### config.mk
export PLATFORM = sky130hd
export DESIGN_NAME = merge_frame_arbiter_flat
export DESIGN_NICKNAME = d
export VERILOG_FILES = /design/src/rtl/merge_frame_arbiter_pkg.sv /design/src/rtl/merge_frame_arbiter_if.sv /design/src/rtl/merge_frame_arbiter_rr_pick.sv /design/src/rtl/merge_frame_arbiter.sv /design/src/flat_wrapper.sv
export SDC_FILE = /design/constraint.sdc
export NUM_CORES = 1
export LEC_CHECK = 0
export CELL_PAD_IN_SITES_DETAIL_PLACEMENT = 1
export CELL_PAD_IN_SITES_GLOBAL_PLACEMENT = 1
export CORE_AREA = 5 5 197 199
export CTS_BUF_LIST = sky130_fd_sc_hd__clkbuf_4 sky130_fd_sc_hd__clkbuf_8
export CTS_CLUSTER_DIAMETER = 30
export DETAILED_ROUTE_END_ITERATION = 6
export DIE_AREA = 0 0 202 204
export PLACE_DENSITY = 0.61
export SYNTH_ARGS = -nofsm -noshare
export SYNTH_HDL_FRONTEND = slang
export SYNTH_SLANG_ARGS = --single-unit
export TNS_END_PERCENT = 5
### constraint.sdc
create_clock -name clk -period 2.7 [get_ports clk]
set_input_delay 0.54 -clock clk [delete_from_list [all_inputs] [get_ports clk]]
set_output_delay 0.54 -clock clk [all_outputs]
set_load 0.01 [all_outputs]
### src/rtl/merge_frame_arbiter_pkg.sv
// Shared definitions for the merge-path arbiters: FSM state encoding and
// merge-group sizing.
package merge_pkg;

  typedef enum logic [1:0] {
    ST_IDLE  = 2'd0,
    ST_XFER  = 2'd1,
    ST_BLOCK = 2'd2
  } state_e;

  localparam int THW_DEFAULT = 6;
  localparam int GRP_FRAMES  = 2 ** THW_DEFAULT;

  // Frames per merge group for a given group-size exponent.
  function automatic int grp_frames(input int thw);
    return 1 << thw;
  endfunction

endpackage

### src/rtl/merge_frame_arbiter_if.sv
// Channel-side and pipeline-side streams of the frame arbiter. The arbiter
// takes the master view; the environment takes the slave view.
interface merge_frame_arbiter_if #(
  parameter int NCH  = 4,
  parameter int DW   = 32,
  parameter int SW   = 8,
  parameter int SHW  = 32,
  parameter int THHW = 32
);
  logic [NCH-1:0]      s_valid;
  logic [NCH-1:0]      s_ready;
  logic [NCH-1:0]      s_last;
  logic [NCH*DW-1:0]   s_data;
  logic [NCH*SHW-1:0]  s_sh;
  logic [NCH*THHW-1:0] s_thh;
  logic                m_ready;
  logic                m_valid;
  logic                m_last;
  logic [DW-1:0]       m_data;
  logic [SHW-1:0]      m_sh;
  logic [THHW-1:0]     m_thh;
  logic [SW-1:0]       m_ch;

  modport master (
    input  s_valid, s_last, s_data, s_sh, s_thh, m_ready,
    output s_ready, m_valid, m_last, m_data, m_sh, m_thh, m_ch
  );

  modport slave (
    output s_valid, s_last, s_data, s_sh, s_thh, m_ready,
    input  s_ready, m_valid, m_last, m_data, m_sh, m_thh, m_ch
  );
endinterface

### src/rtl/merge_frame_arbiter_rr_pick.sv
// Combinational round-robin picker: first requester at or after ptr,
// wrapping modulo NCH (NCH need not be a power of two).
module rr_pick #(
  parameter int NCH = 4,
  parameter int IW  = (NCH > 1) ? $clog2(NCH) : 1
) (
  input  logic [NCH-1:0] req,
  input  logic [IW-1:0]  ptr,
  output logic [IW-1:0]  idx,
  output logic           any_req
);

  int k;

  // NOTE: every output gets a default first so no path can infer a latch.
  always_comb begin
    idx     = '0;
    any_req = 1'b0;
    k       = 0;
    for (int i = 0; i < NCH; i++) begin
      k = int'(ptr) + i;
      if (k >= NCH) k = k - NCH;
      if (!any_req && req[k]) begin
        any_req = 1'b1;
        idx     = IW'(k);
      end
    end
  end

endmodule

### src/rtl/merge_frame_arbiter.sv
// Frame-granular round-robin arbiter feeding merge_pipeline: holds a grant for a
// whole frame, counts frames per merge group, stalls while the pipeline swaps banks.
module merge_frame_arbiter
  import merge_pkg::*;
#(
  parameter int NCH  = 4,
  parameter int DW   = 32,
  parameter int SW   = 8,
  parameter int SHW  = 32,
  parameter int THW  = 6,
  parameter int THHW = 32
) (
  input  logic                 clk,
  input  logic                 reset,
  merge_frame_arbiter_if.master bus,
  input  logic [THW:0]         pipe_th,
  output logic [THW-1:0]       grp_cnt,
  output logic                 grp_done
);

  localparam int IW = (NCH > 1) ? $clog2(NCH) : 1;
  localparam logic [THW:0] GRP_TH = (THW + 1)'(grp_frames(THW));

  state_e          state;
  logic [IW-1:0]   rr_ptr;
  logic [IW-1:0]   grant;
  logic [IW-1:0]   win;
  logic            any_req;
  logic            xfer;
  logic            accept_last;
  logic            sel_valid;
  logic            sel_last;
  logic [DW-1:0]   sel_data;
  logic [SHW-1:0]  sel_sh;
  logic [THHW-1:0] sel_thh;

  rr_pick #(.NCH(NCH), .IW(IW)) u_pick (
    .req     (bus.s_valid),
    .ptr     (rr_ptr),
    .idx     (win),
    .any_req (any_req)
  );

  always_comb begin
    sel_valid = 1'b0;
    sel_last  = 1'b0;
    sel_data  = '0;
    sel_sh    = '0;
    sel_thh   = '0;
    for (int k = 0; k < NCH; k++) begin
      if (grant == IW'(k)) begin
        sel_valid = bus.s_valid[k];
        sel_last  = bus.s_last[k];
        sel_data  = bus.s_data[k*DW +: DW];
        sel_sh    = bus.s_sh[k*SHW +: SHW];
        sel_thh   = bus.s_thh[k*THHW +: THHW];
      end
    end
  end

  // Zero-latency pass-through while a frame is granted; payload is zero when idle.
  assign xfer         = (state == ST_XFER);
  assign bus.m_valid  = xfer & sel_valid;
  assign bus.m_last   = bus.m_valid & sel_last;
  assign bus.m_data   = bus.m_valid ? sel_data : '0;
  assign bus.m_sh     = bus.m_valid ? sel_sh   : '0;
  assign bus.m_thh    = bus.m_valid ? sel_thh  : '0;
  assign accept_last  = bus.m_valid & bus.m_ready & bus.m_last;

  always_comb begin
    bus.s_ready = '0;
    if (xfer) bus.s_ready[grant] = bus.m_ready;
  end

  // NOTE: sequential state uses non-blocking assignments only.
  always_ff @(posedge clk) begin
    if (reset) begin
      state    <= ST_IDLE;
      rr_ptr   <= '0;
      grant    <= '0;
      bus.m_ch <= '0;
      grp_cnt  <= '0;
      grp_done <= 1'b0;
    end else begin
      grp_done <= 1'b0;
      unique case (state)
        ST_IDLE: begin
          if (pipe_th == GRP_TH) begin
            state <= ST_BLOCK;
          end else if (any_req) begin
            grant    <= win;
            bus.m_ch <= SW'(win);
            state    <= ST_XFER;
          end
        end
        ST_XFER: begin
          if (accept_last) begin
            rr_ptr   <= (grant == IW'(NCH - 1)) ? '0 : grant + IW'(1);
            grp_cnt  <= grp_cnt + THW'(1);
            grp_done <= &grp_cnt;
            state    <= ST_IDLE;
          end
        end
        ST_BLOCK: begin
          if (pipe_th < GRP_TH) state <= ST_IDLE;
        end
        default: state <= ST_IDLE;
      endcase
    end
  end

endmodule

### src/flat_wrapper.sv
// flat-port wrapper written by rule: the top's interface ports become plain ports
module merge_frame_arbiter_flat import merge_pkg::*;
#(
  parameter int NCH  = 4,
  parameter int DW   = 32,
  parameter int SW   = 8,
  parameter int SHW  = 32,
  parameter int THW  = 6,
  parameter int THHW = 32
)
  (clk, reset, pipe_th, grp_cnt, grp_done, bus_s_valid, bus_s_last, bus_s_data, bus_s_sh, bus_s_thh, bus_m_ready, bus_s_ready, bus_m_valid, bus_m_last, bus_m_data, bus_m_sh, bus_m_thh, bus_m_ch);
  merge_frame_arbiter_if #(.NCH(NCH), .DW(DW), .SW(SW), .SHW(SHW), .THHW(THHW)) bus_i ();
  input  logic clk;
  input  logic reset;
  input  logic [THW:0] pipe_th;
  output logic [THW-1:0] grp_cnt;
  output logic grp_done;
  input wire logic [$bits(bus_i.s_valid)-1:0] bus_s_valid;
  input wire logic [$bits(bus_i.s_last)-1:0] bus_s_last;
  input wire logic [$bits(bus_i.s_data)-1:0] bus_s_data;
  input wire logic [$bits(bus_i.s_sh)-1:0] bus_s_sh;
  input wire logic [$bits(bus_i.s_thh)-1:0] bus_s_thh;
  input wire logic [$bits(bus_i.m_ready)-1:0] bus_m_ready;
  output wire logic [$bits(bus_i.s_ready)-1:0] bus_s_ready;
  output wire logic [$bits(bus_i.m_valid)-1:0] bus_m_valid;
  output wire logic [$bits(bus_i.m_last)-1:0] bus_m_last;
  output wire logic [$bits(bus_i.m_data)-1:0] bus_m_data;
  output wire logic [$bits(bus_i.m_sh)-1:0] bus_m_sh;
  output wire logic [$bits(bus_i.m_thh)-1:0] bus_m_thh;
  output wire logic [$bits(bus_i.m_ch)-1:0] bus_m_ch;
  assign bus_i.s_valid = bus_s_valid;
  assign bus_i.s_last = bus_s_last;
  assign bus_i.s_data = bus_s_data;
  assign bus_i.s_sh = bus_s_sh;
  assign bus_i.s_thh = bus_s_thh;
  assign bus_i.m_ready = bus_m_ready;
  assign bus_s_ready = bus_i.s_ready;
  assign bus_m_valid = bus_i.m_valid;
  assign bus_m_last = bus_i.m_last;
  assign bus_m_data = bus_i.m_data;
  assign bus_m_sh = bus_i.m_sh;
  assign bus_m_thh = bus_i.m_thh;
  assign bus_m_ch = bus_i.m_ch;
  merge_frame_arbiter #(.NCH(NCH), .DW(DW), .SW(SW), .SHW(SHW), .THW(THW), .THHW(THHW)) u_core (.clk(clk), .reset(reset), .bus(bus_i), .pipe_th(pipe_th), .grp_cnt(grp_cnt), .grp_done(grp_done));
endmodule
==> run summary <==
The run finished, with violations left. The final reports fail on setup timing. The top-level I/O count is around 520. The number of clock buffers added by TritonCTS is 3. The sequential cell area fraction in the yosys report is under 10%. Leaving out fill and tap cells, the most frequent cell in the layout is sky130_fd_sc_hd__clkdlybuf4s50_1. The power per standard cell area is ~280 nW/um^2. The die area is 41210 um^2.

The count of nets left with antenna violations after detail routing came out at 0. Of the cells placed in the final design, the portion with a size suffix greater than 1 is 20.07%. The detailed-route via count came out at 7066.

The number of port buffers came out at a little over 500. CTS built an H-tree with a depth of 1. The share of power burned in registers is around 7.4%. Leaving out fill and tap cells, the most frequent cells in the layout are sky130_fd_sc_hd__clkdlybuf4s50_1 (410), sky130_fd_sc_hd__nand2_1 (101), sky130_fd_sc_hd__a221o_1 (96), sky130_fd_sc_hd__o211ai_1 (96), sky130_fd_sc_hd__a21oi_1 (90).

The number of antenna violations at the first check in global routing came out at 1. Along the worst path, the maximum fanout reaches 7. The total of fill cells in the finished design is between 4000 and 5000. The final number of hold-violating endpoints was 0. The portion of total power attributed to the clock network came out at 7.0%. The wire length of the first global-routing pass came out at 48650 um. The worst register-to-register path has a setup slack of around 0.42 ns. The largest net degree at the start of global routing is 55. The tightest hold margin came out at 0.4554 ns. The synthesized netlist occupies a cell area of ~3800 um^2. The net count reported at finish is ~1500. Registers take 265.3 um^2. The count of flip-flops with a built-in enable after synthesis is 0.

The kind of capture point of the worst setup path is a primary output. The largest buffer count on any clock path came out at 2. The number of flip-flops and latches in the synthesized netlist is 13. The later pin in the worst-skew pair is clocked with a latency of about 0.25 ns. The overall overflow remaining after global route came out at 0. The leakage power came out at 0.003768 uW. The worst setup path is launched from a flip-flop. Before antenna repair, the detailed router went through 4 iterations.

CTS placed an instance of sky130_fd_sc_hd__clkbuf_8 at the clock tree root. Net switching is roughly two fifths of the power. The worst ir drop on vdd came out at about 130 uV. The number of max-slew violations in the final report is 0. The least setup slack across all paths after layout came out at -0.01729 ns.

The average vias per placed instance came out at ~4.5. Dividing the final minimum period by the clock period gives 100.6%. The final cell count without fillers is around 1600.

The area growth from synthesis to final layout came out at 161.9%. In this run the most critical hold path is launched from u_core.state[0]. After floorplanning, the core was sized to cover approximately 37000 um^2. The analysis attributes to net switching a power of about 1100 uW.

The internal portion of total power came out at roughly 1700 uW. The gate count of the mapped netlist came out at approximately 570. The prevailing post-synth register cell is sky130_fd_sc_hd__dfxtp_1. In the synthesized netlist the async set-or-reset flop fraction comes to 0%. The half-perimeter wire length after detailed placement is 26300 um. After synthesis, the netlist uses 42 different library cells. In this run the critical register-to-register path is launched from u_core.grant[0]. The kind of critical path is flip-flop to primary output. The critical path starts at u_core.grant[0]. The worst-case clock skew came out at between 0.0015 and 0.002 ns.

After the first detailed-routing iteration, the DRC count stood at 228. Setup violations remaining at the end of the flow were counted as 2. Setup repair after global routing could not meet its margin everywhere. The clock period minus final worst setup slack is 2.717 ns.

The slew at the pin with the worst max-slew slack came out at a little over 0.7 ns. The starting density of the core is ~10%. The number of placed cells counting well taps is ~1600.

The clock-pin slew on the worst setup and hold paths came out at approximately 0.060 ns. Data on the critical path is required at its endpoint by between 2 and 2.5 ns. The placement row count came out at 71.

The multi-input logic area is around 3300 um^2. The Yosys warning count is 0. The aggregate routed wire length came out at between 30000 and 40000 um. The hold buffer count at cts came out at 0. TritonCTS built the clock tree. Data arrives at the worst endpoint at roughly 2.2 ns.

The via count of the first global-routing pass came to 7712. In this run the horizontal extent of the chip is 202 um. The achievable frequency came out at 368.0 MHz. The die height is 204 um. The setup slack after placement is -0.4293 ns. For this run, design rule violations remaining after detail routing come to 0. The path class of the tightest hold or removal check is flip-flop to flip-flop. The number of max-cap violations is 0. The final weighted congestion in routability-driven placement is 0.8244. The share of total power dissipated in combinational logic is 85.7%. The mean cell area of the mapped netlist came out at around 6.7 um^2. Global routing used roughly 15% of the available tracks across all layers.

The wire length per cell after detailed routing came out at between 20 and 25 um. The headroom to the max-slew limit came out at between 50% and 60%. The CTS sink count came out at 13.
stage by stage:
stage               power [uW]  util [%]  area (um^2)  setup TNS, ns
global route              2982     27.04        10020         -1.741
finish                    2802     27.04        10020       -0.02148
floorplan                 1148         -         3844              0
detailed placement        2558     27.14        10050         -29.91
global placement          2545     27.14        10050         -27.70
CTS                       2807     27.08        10030        -0.7319
flip-flops by register name (all words and copies together) (netlist names):
name             cells
u_core.grp_cnt       6
u_core.grant         2
u_core.rr_ptr        2
u_core.state         2
u_core.grp_done      1
what timing repair did:
item,CTS,global route
setup buffers,8,6
resized for setup,337,59
cloned,4,1
endpoints found under the setup margin,98,92
pin swaps,26,49
path summary, 6_finish.rpt:
kind / endpoint / cells after the start
max: bus_m_thh[19] / 9
min: u_core.state[1] / 1
max reg2reg: u_core.rr_ptr[0] / 10
min reg2reg: u_core.state[1] / 1
power by group through the flow:
stage	logic (uW)	clock network, uW	registers (uW)
final	2400	195	207
after floorplan	937	0	211
after detailed placement	2350	0	210
after global placement	2330	0	210
after CTS	2400	204	207
after global routing	2560	212	208
layer usage:
layer / share of wire [%] / global-route usage (%) / up-vias
met1: 41 / 17.89 / 3371
li1: - / - / 3335
met4: 1.7 / 2.271 / 0
met2: 51 / 27.34 / 327
met5: 0 / 0 / -
met3: 6.9 / 3.523 / 33
Yosys cell counts (2+ instances only):
| cell | count | area share (%) |
|---|---|---|
| sky130_fd_sc_hd__nor4_1 | 4 | 0.65 |
| sky130_fd_sc_hd__ha_1 | 5 | 1.6 |
| sky130_fd_sc_hd__inv_2 | 2 | 0.20 |
| sky130_fd_sc_hd__a21oi_1 | 101 | 13 |
| sky130_fd_sc_hd__mux2i_1 | 2 | 0.52 |
| sky130_fd_sc_hd__buf_2 | 19 | 2.5 |
| sky130_fd_sc_hd__nand2_1 | 101 | 9.9 |
| sky130_fd_sc_hd__o22ai_1 | 2 | 0.33 |
| sky130_fd_sc_hd__buf_1 | 3 | 0.29 |
| sky130_fd_sc_hd__buf_4 | 9 | 1.8 |
| sky130_fd_sc_hd__nand2b_1 | 9 | 1.5 |
| sky130_fd_sc_hd__nor2_1 | 7 | 0.69 |
| sky130_fd_sc_hd__a211o_1 | 3 | 0.69 |
| sky130_fd_sc_hd__inv_1 | 6 | 0.59 |
| sky130_fd_sc_hd__mux2_1 | 6 | 1.8 |
| sky130_fd_sc_hd__nor2b_1 | 7 | 1.1 |
| sky130_fd_sc_hd__a221o_1 | 96 | 25 |
| sky130_fd_sc_hd__clkbuf_1 | 50 | 4.9 |
| sky130_fd_sc_hd__nor3_1 | 3 | 0.39 |
| sky130_fd_sc_hd__dfxtp_1 | 13 | 6.8 |
| sky130_fd_sc_hd__o211ai_1 | 96 | 19 |
| sky130_fd_sc_hd__nand4_1 | 2 | 0.33 |
| sky130_fd_sc_hd__and3_1 | 6 | 0.98 |
cell families after synthesis:
group / after synthesis / share of synthesized area (%)
fa+ha+maj: 5 / 1.636
mux: 8 / 2.290
flops: 13 / 6.804
other cells: 1 / 0.09804
buf+inv: 91 / 10.63
simple gates: 149 / 18.09
compound gates: 304 / 60.45
final cells by class:
class	instances	share of cell area, %
Multi-Input combinational cell	472	32.86
Timing Repair Buffer	603	57.66
Inverter	9	0.3996
Sequential cell	13	2.648
Tap cell	474	5.920
Clock buffer	4	0.4871
Antenna cell	1	0.02498
worst max-delay path, stage by stage, from the launching register on:
cell	delay, ns
sky130_fd_sc_hd__dfxtp_4	0.36
sky130_fd_sc_hd__buf_6	0.13
sky130_fd_sc_hd__ha_4	0.18
sky130_fd_sc_hd__a211o_1	0.31
sky130_fd_sc_hd__o21bai_4	0.24
sky130_fd_sc_hd__buf_12	0.17
sky130_fd_sc_hd__buf_8	0.12
sky130_fd_sc_hd__buf_6	0.12
sky130_fd_sc_hd__a21oi_1	0.05
sky130_fd_sc_hd__clkdlybuf4s15_2	0.23
Note: power is estimated with default switching activity, not from simulation.
==> patch 1 (config.mk and constraints unchanged) <==
Re-encode `state_e` (3 states) as one-hot, 3 bits wide.
--- a/src/rtl/merge_frame_arbiter_pkg.sv
+++ b/src/rtl/merge_frame_arbiter_pkg.sv
@@ -2,10 +2,10 @@
 // merge-group sizing.
 package merge_pkg;
 
-  typedef enum logic [1:0] {
-    ST_IDLE  = 2'd0,
-    ST_XFER  = 2'd1,
-    ST_BLOCK = 2'd2
+  typedef enum logic [2:0] {
+    ST_IDLE  = 3'b001,
+    ST_XFER  = 3'b010,
+    ST_BLOCK = 3'b100
   } state_e;
 
   localparam int THW_DEFAULT = 6;
Function: no difference found for any inputs over 4 cycles, from zero or initial values and one cycle with reset high; so few cycles prove little.
==> patch 1 against the unedited design <==
The run still ends with setup timing left. Global-route usage decreased by 0.40 points. Sequential cell count increased by 1. Synthesized cell count increased by 21%. Worst setup slack got worse by 0.044 ns. Area after synthesis increased by 8.2%. Total power decreased by 14%. Routed wire length decreased by 0.98%. Design area increased by 3.6%. Combinational power decreased by 17%. Worst hold slack improved by 0.062 ns.
==> patch 1: results (changes against the unedited design) <==
Run status
- **result of the run** finished with violations
- **failing checks** setup timing

CTS
- **H-tree level count** 1, unchanged
- **root buffer cell** sky130_fd_sc_hd__clkbuf_8
- **clock insertion delay at the later pin of the skew report** 0.24 ns
- **Post-CTS Hold Buffers** 0, unchanged
- **TritonCTS buffer count** 3, unchanged

Critical path
- **Critical Path Source** u_core.grant[0]
- **largest fanout on the critical path** 23, +16
- **worst setup path class** reg -> out
- **Critical Path AT** 2.22 ns, +0.04 ns
- **cell with the largest stage delay on the worst path** sky130_fd_sc_hd__dfxtp_2
- **delay contributed by the slowest stage of the critical path** 0.32 ns, -0.04 ns

Layout
- **share of cells above drive strength 1** 20.0%, -0.089 points
- **Top Registers** u_core.grp_cnt: 6 flops, u_core.state: 3 flops
- **diode count** 0, -1
- **number of nets in the final layout** 1,610, +6.7%

Route
- **total vias in the final route** 7,513, +6.3%
- **DRT Pass-1 Iters** 4, unchanged
- **Routed Wire Length** 33.4 mm, -0.98%
- **First DRT Iteration DRCs** 278, +22%

Placed design
- **pre-CTS setup slack** -0.219 ns, +0.210 ns
- **DPL Wire Length** 27.6 mm, +4.9%
- **routability cong.** 0.831, +0.81%

Timing
- **number of setup violations in the final report** 19, +17
- **final setup slack of the worst path** -0.0613 ns, -0.0440 ns
- **maximum clock skew at final layout** 0.00298 ns, +0.00138 ns

Global routing
- **All-Layer GR Usage** 14.4%, -0.40 points
- **vias in the first global route** 8,086, +4.8%
- **wire length of the first global-routing pass** 47.6 mm, -2.1%
- **maximum number of pins on one net before global-route repair** 59, +7.3%

Synthesis
- **mapped cell area** 0.00414 mm^2, +8.2%
- **share of synthesized registers carrying an async set or reset** 0%, unchanged
- **number of distinct standard cells referenced by the synthesized netlist** 48, +14%
- **ranking of synthesized cells by area** sky130_fd_sc_hd__a221oi_1, sky130_fd_sc_hd__nor2b_1, sky130_fd_sc_hd__a21oi_1
- **register area share after synthesis** 6.77%, -0.035 points
- **top cell types by occurrence after synthesis** sky130_fd_sc_hd__a21oi_1, sky130_fd_sc_hd__nor2_1, sky130_fd_sc_hd__nor2b_1

Worst hold path
- **hold path start** u_core.grp_cnt[5]

Power and ir drop
- **Worst VDD drop** 106 uV, -19%
- **leakage dissipation** 3.86 nW, +2.3%

==> patch 1: cell types whose count changed after synthesis, moves of 95 or more <==
cell	change
sky130_fd_sc_hd__o211ai_1	-96
sky130_fd_sc_hd__nor3_1	+97
sky130_fd_sc_hd__a221o_1	-96
sky130_fd_sc_hd__nor2b_1	+95
sky130_fd_sc_hd__nor2_1	+97
sky130_fd_sc_hd__a221oi_1	+96
==> patch 1: worst paths after layout <==
check | to | slack [ns] | cells past startpoint
worst min-delay path | u_core.grp_done | 0.52 | 2
worst min register to register | u_core.grp_done | 0.52 | 2
worst max-delay path | bus_m_sh[21] | -0.06 | 10
worst max register to register | u_core.grp_cnt[5] | 0.34 | 11
==> patch 1: area by class of cell <==
type                    count  area, um^2
clock buffers               3        41.3
fillers                  4497       26700
inverters                   9        33.8
multi-input cells         587        3750
flip-flops and latches     14         283
well taps                 474         593
repair buffers            588        5680
==> patch 1: power by group <==
| group | internal (mW) | switching, mW | total, mW | leakage, nW |
|---|---|---|---|---|
| combinational | 1.15 | 0.858 | 2.00 | 3.72 |
| clock | 0.0987 | 0.0730 | 0.172 | 0.0216 |
| sequential | 0.215 | 0.0101 | 0.225 | 0.114 |
==> patch 1: repair_timing <==
item                       in CTS  in global routing
pin swaps                      14                  5
buffers inserted                3                  0
setup endpoints to repair      98                 98
gates cloned                    1                  2
gates resized for setup       219                148
==> patch 1: cells by family after synthesis <==
kind of cell | share of synthesized area [%]
adders and majority gates | 1.51
muxes | 1.06
DFF | 6.77
other | 0.0906
and+or+nand+nor | 43.7
AOI/OAI and AO/OA | 37.0
buffers and inverters | 9.88
==> patch 1: stage by stage <==
| stage | setup TNS (ns) | instance area [um^2] | instances |
|---|---|---|---|
| 2_1_floorplan | 0 | 4160 | 697 |
| 3_3_place_gp | -17.92 | 10300 | 1666 |
| 3_5_place_dp | -18.24 | 10300 | 1666 |
| 4_1_cts | -2.89 | 10600 | 1673 |
| 5_1_grt | -5.08 | 10400 | 1675 |
| 6_report | -0.492 | 10400 | 1675 |
==> patch 1: metal layers <==
layer | up-vias | wire (um) | global-route usage, %
li1 | 3587 | - | -
met1 | 3553 | 13000 | 15.9
met2 | 342 | 17400 | 28.0
met3 | 29 | 2500 | 3.87
met4 | 2 | 482 | 2.47
met5 | - | 20 | 0
==> patch 2 (same flow settings) <==
Without the edit above. `THHW` is set to 32 in 3 places; all go to 48.
--- a/src/rtl/merge_frame_arbiter_if.sv
+++ b/src/rtl/merge_frame_arbiter_if.sv
@@ -5,7 +5,7 @@
   parameter int DW   = 32,
   parameter int SW   = 8,
   parameter int SHW  = 32,
-  parameter int THHW = 32
+  parameter int THHW = 48
 );
   logic [NCH-1:0]      s_valid;
   logic [NCH-1:0]      s_ready;
--- a/src/rtl/merge_frame_arbiter.sv
+++ b/src/rtl/merge_frame_arbiter.sv
@@ -8,7 +8,7 @@
   parameter int SW   = 8,
   parameter int SHW  = 32,
   parameter int THW  = 6,
-  parameter int THHW = 32
+  parameter int THHW = 48
 ) (
   input  logic                 clk,
   input  logic                 reset,
--- a/src/flat_wrapper.sv
+++ b/src/flat_wrapper.sv
@@ -6,7 +6,7 @@
   parameter int SW   = 8,
   parameter int SHW  = 32,
   parameter int THW  = 6,
-  parameter int THHW = 32
+  parameter int THHW = 48
 )
   (clk, reset, pipe_th, grp_cnt, grp_done, bus_s_valid, bus_s_last, bus_s_data, bus_s_sh, bus_s_thh, bus_m_ready, bus_s_ready, bus_m_valid, bus_m_last, bus_m_data, bus_m_sh, bus_m_thh, bus_m_ch);
   merge_frame_arbiter_if #(.NCH(NCH), .DW(DW), .SW(SW), .SHW(SHW), .THHW(THHW)) bus_i ();
Ports: changed (resized bus_m_thh and bus_s_thh); port bits go from 519 to 599. No check against the original RTL was run, so the function may have changed too.
==> patch 2 against the unedited design <==
The run still ends with setup timing left. Sequential cell count is the same. Critical path depth up 2. Cell count grew 20%. Sequential power is 2% lower. Clock skew is 0.0021 ns higher. Routed wire length rose by 35%. Total power is 12% higher. Area after synthesis is 11% higher. Worst setup slack got worse by 0.069 ns. Design area is 28% higher. Critical path type unchanged.
==> patch 2: results (changes against the unedited design) <==
Route
- **DRT Pass-1 Iters** 5, +1
- **average wire per cell in the routed design** 24.0 um, +12%
- **routed via count divided by cell count** 4.65, +3.6%
- **First DRT Iteration DRCs** 322, +41%

Run status
- **failing checks** setup timing
- **result of the run** finished with violations

Critical path
- **setup slack on the worst flop-to-flop path** 0.34 ns, -0.08 ns
- **Critical Path AT** 2.25 ns, +0.07 ns
- **delay contributed by the slowest stage of the critical path** 0.33 ns, -0.03 ns
- **cell with the largest stage delay on the worst path** sky130_fd_sc_hd__dfxtp_2
- **largest fanout on the critical path** 16, +9

Power and ir drop
- **leakage dissipation** 5.11 nW, +36%
- **Sw Pwr** 1.26 mW, +15%
- **Worst VDD drop** 148 uV, +13%

Timing
- **final sum of negative setup slack** -0.304 ns, -0.282 ns
- **final setup slack of the worst path** -0.0864 ns, -0.0691 ns
- **number of setup violations in the final report** 16, +14
- **Tightest Pin Transition** 0.521 ns, -0.200 ns
- **worst slack on hold paths** 0.497 ns, +0.0419 ns
- **maximum clock skew at final layout** 0.00370 ns, +0.00210 ns

Global routing
- **vias in the first global route** 9,278, +20%
- **number of antenna violations at the first check in global routing** 9, +8
- **maximum number of pins on one net before global-route repair** 38, -31%
- **All-Layer GR Usage** 19.9%, +5.1 points
- **wire length of the first global-routing pass** 62.9 mm, +29%

Placed design
- **routability cong.** 0.895, +8.6%
- **DPL Wire Length** 34.2 mm, +30%
- **pre-CTS setup slack** -0.340 ns, +0.0895 ns
- **number of placed cells counting well taps** 1,822, +17%
- **port buffer count** 592, +16%

CTS
- **H-tree level count** 1, unchanged

Layout
- **register name with the most flops** u_core.grp_cnt
- **share of cells above drive strength 1** 28.9%, +8.8 points
- **post-layout instance count excluding filler cells** 1,891, +20%

Synthesis
- **number of distinct standard cells referenced by the synthesized netlist** 40, -4.8%
- **share of synthesized cell area in full adder, half adder and majority cells** 1.48%, -0.16 points
- **Post-Synthesis Mean Instance Area** 5.58 um^2, -17%
- **fraction of the mapped netlist area in compound gates** 40.9%, -20 points
- **fraction of synthesized area in multiplexers** 0.829%, -1.5 points
- **ranking of synthesized cells by area** sky130_fd_sc_hd__a221oi_1, sky130_fd_sc_hd__nor2_1, sky130_fd_sc_hd__a21oi_1
- **register area share after synthesis** 6.16%, -0.65 points

[patch 2: cell types whose count changed in the layout (fill, tap and decap cells not counted), moves of 19 or more]
cell	unedited run	this run
sky130_fd_sc_hd__clkdlybuf4s50_1	410	474
sky130_fd_sc_hd__nand2_1	101	2
sky130_fd_sc_hd__nor3_2	0	36
sky130_fd_sc_hd__a221o_1	96	0
sky130_fd_sc_hd__a221oi_2	0	60
sky130_fd_sc_hd__nor2_1	7	223
sky130_fd_sc_hd__a221oi_1	0	41
sky130_fd_sc_hd__nor3_1	3	75
sky130_fd_sc_hd__o211ai_1	96	0
sky130_fd_sc_hd__a21oi_1	90	109
[patch 2: repair_timing]
action | CTS | global route
cloned | 13 | 0
resized for setup | 471 | 140
setup endpoints to repair | 114 | 113
pin swaps | 14 | 23
buffers inserted | 31 | 15
[patch 2: power groups by stage]
| stage | logic [mW] | clock network (mW) | registers (mW) |
|---|---|---|---|
| floorplan | 0.828 | 0 | 0.206 |
| global placement | 2.25 | 0 | 0.205 |
| detailed placement | 2.27 | 0 | 0.205 |
| CTS | 2.60 | 0.194 | 0.201 |
| global route | 2.92 | 0.205 | 0.203 |
| finish | 2.74 | 0.193 | 0.202 |
[patch 2: final cells by class]
class                   count  area [um^2]
repair buffers            736         7400
multi-input cells         644         4490
fillers                  4435        24200
well taps                 474          593
clock buffers               4         48.8
flip-flops and latches     13          263
diodes                      9         22.5
inverters                  11         46.3
[patch 2: layer usage]
metal / vias up / part of all wire, % / wire [um] / global-route usage, %
li1: 4150 / - / - / -
met3: 56 / 6.3 / 2840 / 4.05
met5: - / 0.015 / 7 / 0
met2: 358 / 51 / 22900 / 35.3
met4: 2 / 2.6 / 1200 / 5.44
met1: 4220 / 40 / 18300 / 24.6
